==> src/rtl/edge_event_reader.sv <==
// Edge event reader: turns a sticky edge vector into a stream of lane indices.
// Each lane is reported once per reset interval, lowest pending index first,
// over a valid/ready handshake. A private served mask tracks acceptances
// because upstream edge bits only clear on reset.
//
// state     | meaning
// ----------+---------------------------------------------------------------
// S_IDLE    | nothing presented; waiting for any unserved edge bit
// S_PRESENT | r_idx is presented; held stable until accepted (no preemption)
module edge_event_reader #(
  parameter int WIDTH = 32,
  parameter int IDXW  = 5
) (
  input  logic             clk,
  input  logic             reset,
  input  logic [WIDTH-1:0] edge_i,
  output logic             evt_valid_o,
  input  logic             evt_ready_i,
  output logic [IDXW-1:0]  evt_idx_o,
  output logic [IDXW:0]    evt_count_o,
  output logic             pending_o,
  output logic             all_done_o
);

  typedef enum logic {S_IDLE, S_PRESENT} state_t;

  state_t           r_state;
  logic [WIDTH-1:0] r_served;
  logic [IDXW-1:0]  r_idx;
  logic [IDXW:0]    r_count;
  logic             r_valid;

  logic [WIDTH-1:0] w_pending;
  logic [WIDTH-1:0] w_sel_mask;
  logic [WIDTH-1:0] w_next;
  logic [WIDTH-1:0] w_enc_in;
  logic [IDXW-1:0]  w_enc_idx;
  logic             w_enc_any;
  logic             w_accept;

  assign w_pending  = edge_i & ~r_served;
  assign w_sel_mask = {{(WIDTH-1){1'b0}}, 1'b1} << r_idx;
  assign w_next     = w_pending & ~w_sel_mask;
  assign w_accept   = r_valid & evt_ready_i;

  // One encoder serves both the idle load and the back-to-back reload;
  // while presenting, the current lane is masked out of its input.
  assign w_enc_in = (r_state == S_PRESENT) ? w_next : w_pending;

  // Priority encoder: lowest set bit of w_enc_in.
  always_comb begin
    w_enc_idx = '0;
    w_enc_any = 1'b0;
    for (int i = WIDTH - 1; i >= 0; i--) begin
      if (w_enc_in[i]) begin
        w_enc_idx = IDXW'(i);
        w_enc_any = 1'b1;
      end
    end
  end

  // Handshake FSM with registered valid/index/count and served mask.
  always_ff @(posedge clk) begin
    if (reset) begin
      r_state  <= S_IDLE;
      r_served <= '0;
      r_idx    <= '0;
      r_count  <= '0;
      r_valid  <= 1'b0;
    end else begin
      case (r_state)
        S_IDLE: begin
          if (w_enc_any) begin
            r_idx   <= w_enc_idx;
            r_valid <= 1'b1;
            r_state <= S_PRESENT;
          end
        end
        S_PRESENT: begin
          if (w_accept) begin
            r_served <= r_served | w_sel_mask;
            r_count  <= r_count + {{IDXW{1'b0}}, 1'b1};
            if (w_enc_any) begin
              r_idx <= w_enc_idx;
            end else begin
              r_valid <= 1'b0;
              r_state <= S_IDLE;
            end
          end
        end
        default: begin
          r_valid <= 1'b0;
          r_state <= S_IDLE;
        end
      endcase
    end
  end

  assign evt_valid_o = r_valid;
  assign evt_idx_o   = r_idx;
  assign evt_count_o = r_count;
  assign pending_o   = |w_pending;
  assign all_done_o  = &r_served;

endmodule

==> config.mk <==
export PLATFORM = sky130hd
export DESIGN_NAME = edge_event_reader
export DESIGN_NICKNAME = d
export VERILOG_FILES = /design/src/rtl/edge_event_reader.sv
export SDC_FILE = /design/constraint.sdc
export NUM_CORES = 1
export LEC_CHECK = 0
export ABC_AREA = 1
export ABC_CLOCK_PERIOD_IN_PS = 3130
export CAP_MARGIN = 15
export CORE_MARGIN = 2
export CORE_UTILIZATION = 40
export DETAILED_ROUTE_END_ITERATION = 16
export SYNTH_ARGS = -nofsm -noshare
export SYNTH_HDL_FRONTEND = slang
export SYNTH_SLANG_ARGS = --single-unit
==> constraint.sdc <==
create_clock -name clk -period 3.13 [get_ports clk]
set_clock_uncertainty 0.1 [all_clocks]
set_input_delay 0.7825 -clock clk [delete_from_list [all_inputs] [get_ports clk]]
set_output_delay 0.7825 -clock clk [all_outputs]
set_load 0.01 [all_outputs]
==> flow_summary.ini <==
[yosys]
syn_area_mm2 = 0.00282
synth_area_leaders = dfxtp_1 (32%), nand2_1 (20%), inv_1 (11%)
synth_top_family_by_area = simple AND/OR/NAND/NOR gates
synth-seq-cells = 45
synth_fa_ha_area_frac = 0.00444
ys_types = 31
synth.top_cell.area_share = 0.319
yosysTopAreaCell = dfxtp_1
syn-mean-instance-area_um2 = 5.78
synthArstFlopShare = 0
syn_inst = 488
synthXorXnorAreaFrac = 0.00311
synth_edf_count = 0
synth_compound_area_frac = 0.114
synth_fp_nets = 524
synthTopCellsByCount = nand2_1 (152), inv_1 (81), nor2_1 (69), dfxtp_1 (45), a21oi_1 (38)
yosysMostFrequentCell = nand2_1
synthMuxAreaShare = 0
synth-simple-area-share = 0.425
ys_seq_area_frac = 0.319
synthFlopType = dfxtp_1
yosysWarnings = 0

[route]
drtIter0Drc = 164
drtPass1Iterations = 5
drc = 0
wl_per_cell_um = 13.4
ant_nets = 0
drt-total-wl_um = 8870
viasPerCell = 4.90
vias = 3250

[sta]
post-route-period-util = 0.989
maxSlewViolCount = 0
rsz0062_at_grt = yes
fmax_mhz = 323
setup_viol = 0
period_needed_ns = 3.09
hold_violations = 0
setup_ws_ns = 0.0355
relSlewSlack = 0.697
tightest_slew_ns = 0.451

[grt]
antenna_found_initial = 0
gr-usage-all-layers = 0.247
grt-ovfl-total = 0
grt_max_degree = 21
grt_pass1_wl_um = 14900
grt_pass1_vias = 3142

[clock_tree]
cts_tree = done
cts_hold_buf = 0
cts-buffers-inserted = 5
insertion_delay_ns = 0.29
cts_max_level = 2
path_clk_slew_ns = 0.09
cts.sinks = 45
cts_buffer_depth = 2
cts-root-buf = clkbuf_8

[finish]
syn_to_final_growth_pct = 36.1
drive_above_1_share = 0.138
design_area_mm2 = 0.00384
layout.nets = 603
diodes = 0

[worst_setup_path]
cp.required_ns = 2.25
path_buf_inv = 4
cp.arrival_ns = 2.21
crit_chain = clkdlybuf4s50_1 > nand2_1 > inv_1 > nor4_2 > buf_4 > nand4_1 > or2_4 > buf_2
r2r_slack_ns = 0.30
cp_slowest_cell = clkdlybuf4s50_1
crit_path_end_kind = output port
critPathMaxFanout = 2
start_kind = input port
max_stage_delay_ns = 0.41
worst-setup-path-type = in2out
crit_family = buffers and inverters

[die]
core_mm2 = 0.00679
dieArea_mm2 = 0.00774
die_h_um = 88.0
ios = 49
start_util = 0.415
num_rows = 30
die_width_um = 88.0

[job]
drv_cap = 0

[place]
hpwl_um = 7200
portBuffers = 48
place_congestion = 0.963
place_worst_setup_slack_ns = -0.487
place_area_mm2 = 0.00363

[hold_path]
hold_class = reg2reg

[power_and_ir_drop]
total_power_mw = 1.24
max-vdd-ir-drop_uv = 163
p_leak_nw = 1.67
power_density_mw_per_mm2 = 323

[run_status]
outcome = complete, no violations
kinds of logic after synthesis:
group                    Yosys count
AO/OA/AOI/OAI                     57
XOR/XNOR                           1
adder cells (fa/ha/maj)            1
buffers and inverters             99
flip-flops                        45
AND/OR/NAND/NOR                  285
placed cells by master, fill, tap and decap left out, types with 2 or more instances in the layout:
master           netlist  routed
inv_2                  1       4
dfxtp_2                0       3
nand2_2                0       2
buf_4                  1      39
nand3_1               24      24
nor4_4                 0       2
nor2_2                 4       9
dfxtp_1               45      42
nand4_1                8       8
nand2_1              152     150
dlymetal6s2s_1         0       4
and3_1                 2       2
a21oi_1               38      38
nor3_1                 8       8
nor2_4                 0       2
inv_1                 81      78
clkbuf_8               0       6
clkdlybuf4s50_1        0      43
a31oi_1                3       3
o21ai_0                9       9
nor2_1                69      62
nor4_1                15      10
nor4_2                 0       3
worst paths after layout:
| kind | startpoint | to | depth (start not counted) |
|---|---|---|---|
| max | edge_i[14] | pending_o | 8 |
| min | r_served[12] | r_served[12] | 2 |
| max reg2reg | evt_idx_o[0] | evt_idx_o[0] | 33 |
| min reg2reg | r_served[12] | r_served[12] | 2 |
worst reg2reg max path, delay by kind of cell (launching register included):
| kind | cells | cell delay [ns] |
|---|---|---|
| AOI/OAI and AO/OA | 1 | 0.05 |
| DFF | 1 | 0.45 |
| buffers and inverters | 2 | 0.17 |
| and+or+nand+nor | 30 | 1.96 |
layer usage:
layer,part of all wire,track usage
met5,0,0
met4,0.021,0.0825
met3,0.061,0.0415
met2,0.45,0.397
met1,0.47,0.337
repair_timing:
action	4_1_cts	5_1_grt
resized for setup	10	24
endpoints found under the setup margin	1	4
pin swaps	3	11
buffers inserted	0	3
gates cloned	0	0
registers in the layout, indices dropped and copies added (netlist names):
name	cells
r_served	32
evt_count_o	6
evt_idx_o	5
r_state	1
evt_valid_o	1
cell type report:
type / instances / area (um^2)
fill: 713 / 2960
sequential: 45 / 905
multi-input combinational: 344 / 1620
tap: 96 / 120
inverter: 83 / 315
timing repair buffer: 88 / 790
clock buffer: 7 / 86.3
per-stage QoR:
step	TNS, ns	hold slack (ns)	utilization	std cells
finish	0	0.376	0.565	663
global route	-0.0485	0.399	0.565	663
CTS	0	0.381	0.552	660
detailed placement	-0.696	0.360	0.535	653
global placement	-0.709	0.352	0.535	653
floorplan	0	0.340	-	488
power by group:
| group | leakage, nW | switching [mW] | total, mW | internal [mW] |
|---|---|---|---|---|
| combinational | 1.26 | 0.150 | 0.273 | 0.123 |
| sequential | 0.365 | 0.0141 | 0.596 | 0.581 |
| clock | 0.0443 | 0.196 | 0.372 | 0.176 |
(Power assumes the default switching activity.)
